### src/rtl/cellrv32_package.sv
// Shared types and constants for the co-processor issue stage.
// Holds the issue FSM state encoding and the default co-processor timeout.
package cellrv32_package;

    typedef enum logic [1:0] {
        S_IDLE    = 2'd0,
        S_ISSUE   = 2'd1,
        S_WAIT    = 2'd2,
        S_CAPTURE = 2'd3
    } cp_issue_state_t;

    localparam int cp_timeout_c = 64;

endpackage

### src/rtl/cellrv32_cpu_cp_issue.sv
// Co-processor issue/wait/capture sequencer: req->start 1 cycle, valid->done 2 cycles.
// No backpressure: busy_o stalls execute; requests while busy are dropped, trap_i aborts silently.
module cellrv32_cpu_cp_issue
    import cellrv32_package::*;
#(
    parameter int XLEN       = 32,
    parameter int NUM_CP     = 4,
    parameter int CP_TIMEOUT = cp_timeout_c
) (
    input  logic                     clk_i,
    input  logic                     rst_i,
    input  logic                     req_i,
    input  logic [$clog2(NUM_CP):0]  sel_i,
    input  logic                     trap_i,
    output logic [NUM_CP-1:0]        cp_start_o,
    input  logic [NUM_CP-1:0]        cp_valid_i,
    input  logic [NUM_CP*XLEN-1:0]   cp_res_i,
    output logic                     busy_o,
    output logic [XLEN-1:0]          res_o,
    output logic                     done_o,
    output logic                     timeout_o
);

    localparam int SEL_W = $clog2(NUM_CP) + 1;
    localparam int CNT_W = $clog2(CP_TIMEOUT);
    localparam logic [CNT_W-1:0] CNT_LAST = CNT_W'(CP_TIMEOUT - 1);

    cp_issue_state_t   state_q, state_d;
    logic [SEL_W-1:0]  sel_q, sel_d;
    logic [CNT_W-1:0]  cnt_q, cnt_d;
    logic [XLEN-1:0]   res_q, res_d;
    logic              done_q, done_d;
    logic              tout_q, tout_d;

    logic [NUM_CP-1:0] sel_oh;
    logic              sel_vld;
    logic [XLEN-1:0]   sel_res;

    // One-hot decode of the latched target and AND-OR result mux.
    always_comb begin
        sel_oh  = '0;
        sel_res = '0;
        for (int i = 0; i < NUM_CP; i++) begin
            sel_oh[i] = (sel_q == SEL_W'(i));
            sel_res   = sel_res | (cp_res_i[i*XLEN +: XLEN] & {XLEN{sel_q == SEL_W'(i)}});
        end
        sel_vld = |(cp_valid_i & sel_oh);
    end

    always_comb begin
        state_d = state_q;
        sel_d   = sel_q;
        cnt_d   = cnt_q;
        res_d   = res_q;
        done_d  = 1'b0;
        tout_d  = 1'b0;
        case (state_q)
            S_IDLE: begin
                if (req_i) begin
                    if (sel_i < SEL_W'(NUM_CP)) begin
                        sel_d   = sel_i;
                        cnt_d   = '0;
                        state_d = S_ISSUE;
                    end else begin
                        res_d  = '0;
                        done_d = 1'b1;
                        tout_d = 1'b1;
                    end
                end
            end
            S_ISSUE: begin
                state_d = trap_i ? S_IDLE : S_WAIT;
            end
            S_WAIT: begin
                // Trap beats valid, valid beats timeout.
                if (trap_i) begin
                    state_d = S_IDLE;
                end else if (sel_vld) begin
                    state_d = S_CAPTURE;
                end else if (cnt_q == CNT_LAST) begin
                    state_d = S_IDLE;
                    res_d   = '0;
                    done_d  = 1'b1;
                    tout_d  = 1'b1;
                end
                if (cnt_q != CNT_LAST) begin
                    cnt_d = cnt_q + 1'b1;
                end
            end
            S_CAPTURE: begin
                state_d = S_IDLE;
                if (!trap_i) begin
                    res_d  = sel_res;
                    done_d = 1'b1;
                end
            end
            default: begin
                state_d = S_IDLE;
            end
        endcase
    end

    always_ff @(posedge clk_i) begin
        if (rst_i) begin
            state_q <= S_IDLE;
            sel_q   <= '0;
            cnt_q   <= '0;
            res_q   <= '0;
            done_q  <= 1'b0;
            tout_q  <= 1'b0;
        end else begin
            state_q <= state_d;
            sel_q   <= sel_d;
            cnt_q   <= cnt_d;
            res_q   <= res_d;
            done_q  <= done_d;
            tout_q  <= tout_d;
        end
    end

    assign cp_start_o = (state_q == S_ISSUE) ? sel_oh : '0;
    assign busy_o     = (state_q != S_IDLE);
    assign res_o      = res_q;
    assign done_o     = done_q;
    assign timeout_o  = tout_q;

endmodule

### config.mk
export PLATFORM = sky130hd
export DESIGN_NAME = cellrv32_cpu_cp_issue
export DESIGN_NICKNAME = d
export VERILOG_FILES = /design/src/rtl/cellrv32_package.sv /design/src/rtl/cellrv32_cpu_cp_issue.sv
export SDC_FILE = /design/constraint.sdc
export NUM_CORES = 1
export LEC_CHECK = 0
export BUFFER_PORTS_ARGS = -buffer_cell sky130_fd_sc_hd__buf_2
export CAP_MARGIN = 20
export CELL_PAD_IN_SITES_DETAIL_PLACEMENT = 1
export CELL_PAD_IN_SITES_GLOBAL_PLACEMENT = 2
export CORE_ASPECT_RATIO = 0.7
export CORE_MARGIN = 2
export CORE_UTILIZATION = 24
export CTS_BUF_LIST = sky130_fd_sc_hd__clkbuf_2
export DETAILED_ROUTE_END_ITERATION = 16
export HOLD_SLACK_MARGIN = 0.1
export PLACE_DENSITY_LB_ADDON = 0.1
export SETUP_SLACK_MARGIN = 0.5
export SLEW_MARGIN = 20
export SYNTH_ARGS = -nofsm -noshare
export SYNTH_HDL_FRONTEND = slang
export SYNTH_SLANG_ARGS = --single-unit
### constraint.sdc
create_clock -name clk_i -period 3.23 [get_ports clk_i]
set_input_delay 0.646 -clock clk_i [delete_from_list [all_inputs] [get_ports clk_i]]
set_output_delay 0.646 -clock clk_i [all_outputs]
set_load 0.02 [all_outputs]
## Yosys cells after proc, flatten, opt, wreduce, memory -nomap -nowiden

Index checks and enable logic that the tools add are counted.

- Bits in registers: 45
- Latch bits: 0
- Bits in writable memories: 0
- ROM bits: 0
- Input port bits: 139
- Output and inout bits: 39
- Word-level logic and storage cells: 70
- Memories kept: 0

- Add/sub/neg operators: 1
- Multiply operators: 0
- Div/mod/pow operators: 0
- Order comparisons: 1
- Equal/unequal tests: 17
- Shifts and indexed selects: 0
- Muxes and demuxes: 27
- Bitwise gates (word level): 8
- Reduce and logical (&&, ||, !) cells: 10

Operators with widths:

| operator | number |
|---|---|
| 2-to-1 mux 32 bit | 6 |
| bitwise AND 32 bit | 4 |
| bitwise OR 32 bit | 3 |
| case mux 32 bit (3 select lines) | 1 |
| 2-to-1 mux 6 bit | 3 |
| != test 2 bit, second input constant | 8 |
| 2-to-1 mux 2 bit | 6 |
| case mux 6 bit (2 select lines) | 1 |
| case mux 2 bit (4 select lines) | 1 |
| AND reduction 7 bit | 1 |
| adder 6 x 1 -> 6 bit, second input constant | 1 |
| equality test 3 x 2 -> 1 bit, second input constant | 2 |
| equality test 6 bit, second input constant | 1 |
| 2-to-1 mux 1 bit | 6 |
| != test 6 bit, second input constant | 1 |
| AND reduction 3 bit | 2 |
| bitwise AND 4 bit | 1 |
| equality test 2 bit, second input constant | 2 |
| 2-to-1 mux 4 bit | 1 |
| != test 4 bit, second input constant | 1 |
| AND reduction 4 bit | 1 |
| nonzero test 2 bit | 2 |
| OR reduction 4 bit | 1 |
| equality test 3 x 1 -> 1 bit, second input constant | 1 |
| other kinds (7) | 7 |

## Logic depth before layout (Yosys ltp)

Gate-level depths: netlist of the first run.

- Depth after elaboration: 7
- Gate-level depth with buffers: 6
- Depth with buffers taken out: 5

## Least setup slack after synthesis of the first run

OpenSTA, ideal clock, no wires.

- Path type: register -> output
- Start point: reg sel_q[1]
- End point: out cp_start_o[3]
- Arrival time: 1.404 ns
- Required time: 2.584 ns
- Path slack: 1.180 ns
- Stages on the path, launching flop included: 6
- Cell sequence: dfxtp_1 -> nor2b_1 -> and2_1 -> buf_2 -> buf_2 -> nor2b_1

- Cells in the longest elaborated chain, start to end: 2

RTL lines:

| item | line | RTL |
|---|---|---|
| from (decl) | cellrv32_cpu_cp_issue.sv:29 | `logic [SEL_W-1:0] sel_q, sel_d;` |
| from (signal assigned) | cellrv32_cpu_cp_issue.sv:113 | `sel_q <= sel_d;` |
| equality test 3 x 2 -> 1 bit | cellrv32_cpu_cp_issue.sv:44 | `sel_oh[i] = (sel_q == SEL_W'(i));` |
| 2-to-1 mux 4 bit | cellrv32_cpu_cp_issue.sv:121 | `assign cp_start_o = (state_q == S_ISSUE) ? sel_oh : '0;` |
| to (decl) | cellrv32_cpu_cp_issue.sv:15 | `output logic [NUM_CP-1:0] cp_start_o,` |

No other way between the ends.

## Final worst setup path of the first run

Ends and elaborated chain as after synthesis.

==> summary.md, run 1 <==
| Metric | Value |
|---|---|
| Outcome | finished clean |
| Post-synth EDFFs | 0 |
| Crit path max fanout | 7 |
| RSZ-0062 raised after global routing | no |
| Fin cells | approximately 530 |
| Gp weighted congestion | 0.768 |
| Sequential area share after synthesis | 37.5% |
| Final Core Density | 35.8% |
| R2R cell count | 5 |
| Switching share of total power | 28.2% |
| IO Pins | 178 |
| Leak | approximately 1.6 nW |
| DRC | 0 |
| Port Buffers | 177 |
| Full die area | between 0.01 and 0.015 mm² |
| Cell family with the largest share of critical-path delay | simple AND/OR/NAND/NOR gates |
| Tcrit/Tclk final | roughly 77% |
| Synthesized area per cell | 10.1 µm² |
| Crit path kind | reg -> out |
| Achievable Freq | 401 MHz |
| Initial antenna violation count | 0 |
| R2r startpoint | sel_q[1] |
| Clk_skew | 15.5 ps |
| GR Overflow Total | 0 |
| Core Area | 0.00972 mm² |
| Unique cell type count in the Yosys netlist | 38 |
| CTS resizes | 0 |
| 1st-iter DRT viols | 67 |
| Area growth from synthesis to final layout | 44.7% |
| DR WL/cell | 17.6 µm |
| Number of cells on the critical path | 4 |
| Sequential fraction of design power | between 40% and 50% |
| Async set-or-reset flop fraction in the synthesized netlist | 0% |
| Crit path capture | cp_start_o[3] |
| Postcts setup bufs | 0 |
| Hold Violations, Final | 0 |
| Via count | 2654 |
| Final setup TNS | 0 ps |
| Worst Max-Slew Pin Slew | about 850 ps |
| Post-DR vias/cell | 4.97 |
| Pin count of the biggest net entering global routing | 33 |
| Hold_ws | 376 ps |
| Ranking of synthesized cells by area | dfxtp_1 (37%), a22o_1 (12%), a221oi_1 (12%), o2bb2ai_1 (8.0%), o2bb2ai_2 (6.2%) |
| Leading area contributor after synthesis | dfxtp_1 |
| CTS Buf Count | 5 |
| DIE HEIGHT | 87.8 µm |
| CP Launch Type | register |
| Post-Synthesis Cells | 238 |
| Rows | 30 |
| CP endpoint kind | output pin |
| TritonCTS clock tree | yes |
| Most frequent CP cell | nor2b_1 |
| Vias in the first global route | between 2000 and 3000 |
| Layout cell share with drive strength beyond 1 | 51.9% |
| Gr usage total | ~16% |
| Post-CTS Hold Fix Bufs | 0 |
| Worst VDD drop | 0.159 mV |
| # setup viols final | 0 |
| Fin. max-slew vios | 0 |
| Worst Path Arrival | 1850 ps |
| Main synth FF type | dfxtp_1 |
| Worst Path Buf+Inv | 1 |
| Chip width | 124 µm |
| Post-synth top area share | 37.5% |
| Bufs on Longest Clock Path | 2 |
| Switching power | 324 µW |
| Final min period | ~2500 ps |
| R2R setup slack | 1060 ps |
| Clock Latency Late Sink | 440 ps |
| Hold_sp | trap_i |
| Crit path largest cell delay | 580 ps |
| First-pass GRT wire length | 13600 µm |
| Seq cells post-synth | 45 |
| Reg2reg end | res_o[6] |
| Dpl cells | 524 |
| H-tree depth | 2 |
| ANT nets after route | 0 |
| Starting Density | 24.7% |
| Hold WC Path Type | in -> reg |
| Post-Syn Area | around 0.0024 mm² |
| Nets@finish | roughly 540 |
| Total of max-cap violations | 0 |
| Internal | 824 µW |
| Mapped Nets | roughly 380 |
| CP max stage cell | dfxtp_1 |
| Clock network fraction of total power | 28.2% |
| Warnings, synthesis | 0 |
| CTS root buffer | clkbuf_2 |
| First-pass iteration count of the detailed router | 4 |
| CTS sink cnt | 45 |
| DP HPWL | 7000 µm |
| Critical Path RT | 2580 ps |
| Routed WL | roughly 9400 µm |
| PD cells | 330 mW/mm² |
| Ordered list of cells on the worst path | nor2b_1 -> and2_1 -> nor2b_1 -> buf_2 |
| Clk pin slew, worst setup/hold paths | 230 ps |
| Share of total power in combinational logic | approximately 22% |
| Critical Path Start | sel_q[1] |
| Relative slew slack | between 40% and 50% |
-- power groups by stage --
stage / sequential, mW / combinational [mW] / clock [mW]
after floorplan: 0.575 / 0.135 / 0
after global placement: 0.578 / 0.252 / 0
after detailed placement: 0.578 / 0.254 / 0
after CTS: 0.568 / 0.255 / 0.348
after global routing: 0.569 / 0.281 / 0.366
final: 0.567 / 0.256 / 0.324
-- cell type report --
type | count | area, µm²
timing repair buffer | 184 | 958
antenna | 1 | 2.50
multi-input combinational | 165 | 1380
clock inverter | 3 | 41.3
sequential | 45 | 901
fill | 1208 | 6240
tap | 128 | 160
clock buffer | 5 | 25.0
inverter | 3 | 11.3
-- how the worst min path moves through the flow --
stage	depth (start not counted)	end	slack, ps
6_report	2	state_q[1]	380
5_1_grt	2	state_q[1]	300
4_1_cts	2	state_q[1]	320
3_5_place_dp	1	res_o[17]	440
3_3_place_gp	1	res_o[28]	440
2_1_floorplan	2	cnt_q[1]	460
-- Yosys cell counts, types with 4 or more instances --
cell type / instances
a21oi_1: 6
o21ai_0: 6
nand3_1: 5
dfxtp_1: 45
nor2b_1: 5
o2bb2ai_2: 10
o2bb2ai_1: 22
clkbuf_1: 10
nor2_1: 6
a22o_1: 33
buf_6: 4
a221oi_1: 32
buf_2: 10
nand2_1: 5
or3_1: 5
-- kinds of logic after synthesis --
group / count (synthesis) / share of synthesized area, %
multiplexers: 4 / 2.08
AO/OA/AOI/OAI: 117 / 43.3
flip-flops: 45 / 37.5
buffers and inverters: 28 / 6.14
adder cells (fa/ha/maj): 1 / 0.520
AND/OR/NAND/NOR: 43 / 10.5
-- cell usage in the layout, fill, tap and decap left out, types with 2 or more instances in the layout --
cell type	Yosys	routed
a21oi_1	6	6
a221oi_1	32	32
a22o_1	33	33
and2_1	2	2
and3_1	3	3
buf_2	10	177
buf_4	0	6
clkbuf_2	0	5
dfxtp_1	45	45
inv_1	3	3
mux2_4	2	2
mux2i_1	2	2
nand2_1	5	5
nand2b_1	2	2
nand3_1	5	5
nor2_1	6	5
nor2b_1	5	5
nor3_1	2	2
o21ai_0	6	6
o2bb2ai_1	22	22
o2bb2ai_2	10	10
or2_2	2	2
or3_1	5	5
-- registers in the layout (all words and copies together) (netlist names) --
| name | cells |
|---|---|
| res_o | 32 |
| sel_q | 3 |
| done_o | 1 |
| state_q | 2 |
| cnt_q | 6 |
| timeout_o | 1 |
-- metal layers --
metal	track usage [%]	part of all wire (%)
met1	22.4	47
met2	25.9	44
met3	4.62	8.9
met4	2.48	0.45
met5	0	0
-- worst reg2reg max path, cell delays in order (launching register included) --
cell and delay, ps:
dfxtp_1 580, nand2b_1 150, nor2_2 670, buf_4 390
a221oi_1 160, o2bb2ai_1 180
-- metrics by stage --
stage                     power [mW]  cell area [µm²]  setup slack, ps
final                           1.15             3480              734
after global routing            1.22             3480              537
after CTS                       1.17             3450              693
after detailed placement       0.832             3380              920
after global placement         0.830             3380              968
after floorplan                0.711             2400             1180
No activity file was read; power rests on OpenSTA's default activity.
==> run 2, diff against run 1 <==
--- a/config.mk
+++ b/config.mk
@@ -11,7 +11,7 @@
 export CELL_PAD_IN_SITES_GLOBAL_PLACEMENT = 2
 export CORE_ASPECT_RATIO = 0.7
 export CORE_MARGIN = 2
-export CORE_UTILIZATION = 24
+export CORE_UTILIZATION = 20
 export CTS_BUF_LIST = sky130_fd_sc_hd__clkbuf_2
 export DETAILED_ROUTE_END_ITERATION = 16
 export HOLD_SLACK_MARGIN = 0.1
==> constraint.sdc (replaced) <==
create_clock -name clk_i -period 2.2 [get_ports clk_i]
set_input_delay 0.44 -clock clk_i [delete_from_list [all_inputs] [get_ports clk_i]]
set_output_delay 0.44 -clock clk_i [all_outputs]
set_load 0.02 [all_outputs]
==> summary.md, run 2 (same netlist as run 1, synthesis figures left out) <==
| Metric | Value |
|---|---|
| Outcome | finished clean |
| GR Overflow Total | 0 |
| Area growth from synthesis to final layout | 58.2% |
| Core Area | 0.0117 mm² |
| Routed met1 length | 4750 µm |
| Full die area | 0.0129 mm² |
| 1st-iter DRT viols | 77 |
| Crit path kind | reg -> out |
| Final setup TNS | 0 ps |
| DR top layer | met4 |
| Critical Path RT | about 1800 ps |
| Final min period | around 2000 ps |
| Critical Path Start | sel_q[2] |
| CTS Buf Count | 5 |
| First-pass GRT wire length | between 10000 and 15000 µm |
| Chip width | between 100 and 150 µm |
| Routed WL | ~10000 µm |
| IO Pins | 178 |
| R2R cell count | 6 |
| RSZ-0062 raised after global routing | yes |
| Hold Violations, Final | 0 |
| Vias in the first global route | around 2700 |
| CTS root buffer | clkbuf_2 |
| Crit path max fanout | 5 |
| Fin. max-slew vios | 0 |
| Tcrit/Tclk final | 88.6% |
| Post-CTS Hold Fix Bufs | 0 |
| Gp weighted congestion | 0.728 |
| TritonCTS clock tree | yes |
| Worst Path Arrival | 1510 ps |
| ANT nets after route | 0 |
| Final Core Density | 32.4% |
| Met2 wire length | approximately 4600 µm |
| R2r startpoint | state_q[0] |
| Starting Density | 20.5% |
| Gr usage total | between 15 and 20% |
| Via count | 2749 |
| Pin count of the biggest net entering global routing | 33 |
| Port Buffers | 177 |
| Reg2reg end | res_o[18] |
| DIE HEIGHT | 95.7 µm |
| Nets@finish | ~570 |
| # setup viols final | 0 |
| First-pass iteration count of the detailed router | 4 |
| Hold WC Path Type | in -> reg |
| # diodes | 0 |
| Leak | between 1.5 and 2 nW |
| Relative slew slack | 68.5% |
| DR WL/cell | 17.6 µm |
| CTS sink cnt | 45 |
| Worst VDD drop | between 0.15 and 0.2 mV |
| CP Launch Type | register |
| Crit path capture | cp_start_o[1] |
| Rows | 33 |
| Met3 wire length | 849 µm |
| # fillers | 1399 |
| PD cells | 457 mW/mm² |
| Post-DR vias/cell | 4.72 |
| Total of max-cap violations | 0 |
| Total power | 1.74 mW |
| Commonest non-fill, non-tap cell in the layout | buf_2 |
| Clk_skew | 30.0 ps |
| Commonest cells after routing, fill and taps aside | buf_2 (172), dfxtp_1 (39), a22o_1 (33) |
| H-tree depth | 2 |
| DRC | 0 |
| Worst Max-Slew Pin Slew | 472 ps |
| CP endpoint kind | output pin |
| Number of flip-flops in the largest register | 32 |
| Initial antenna violation count | 0 |
| Clock Latency Late Sink | about 440 ps |
| Layout cell share with drive strength beyond 1 | 59.2% |
| Bufs on Longest Clock Path | 2 |
| DP HPWL | 7620 µm |
| Hold_ws | 205 ps |
| Achievable Freq | 513 MHz |
| R2R setup slack | 550 ps |
| Clk pin slew, worst setup/hold paths | 220 ps |
[run 2: power by group]
| part | switching (mW) | internal, mW |
|---|---|---|
| clock | 0.293 | 0.199 |
| combinational | 0.196 | 0.225 |
| sequential | 0.00595 | 0.822 |
| total | 0.494 | 1.25 |
[run 2: per-layer routing]
| layer | track usage (%) | up-vias |
|---|---|---|
| met5 | 0 | - |
| met4 | 3.21 | 0 |
| met3 | 4.48 | 9 |
| met2 | 24.3 | 108 |
| met1 | 20.1 | 1278 |
| li1 | - | 1354 |
[run 2: final cells by class]
class                   instances  area [µm²]  share of cell area (%)
multi-input cells             165        1470                    38.6
repair buffers                205        1140                    30.0
flip-flops and latches         45         916                    24.1
well taps                     157         196                    5.16
clock inverters                 2        38.8                    1.02
clock buffers                   6        30.0                   0.789
inverters                       3        13.8                   0.362
[run 2: worst min path at each step]
stage / from / endpoint / slack [ps] / cells after the start
floorplan: cnt_q[1] / cnt_q[1] / 460 / 2
global placement: res_o[28] / res_o[28] / 440 / 1
detailed placement: res_o[26] / res_o[26] / 440 / 1
CTS: trap_i / state_q[1] / 160 / 2
global route: trap_i / state_q[1] / 150 / 2
finish: trap_i / state_q[1] / 210 / 2
[run 2: repair_timing]
item	CTS	global route
pin swaps	5	3
setup buffers	9	8
endpoints found under the setup margin	44	42
gates resized for setup	34	8
hold endpoints to repair	0	0
[run 2: critical path, cell delays in order (launching register included)]
cell     delay [ps]
dfxtp_2         370
buf_6           130
nor3b_4         260
and3_4          220
buf_6           110
[run 2: metrics by stage]
step                area, µm²  worst slack, ps  instances
floorplan                2410              498        238
global placement         3460              286        558
detailed placement       3460              259        558
CTS                      3690              207        575
global route             3800              129        583
finish                   3800              252        583
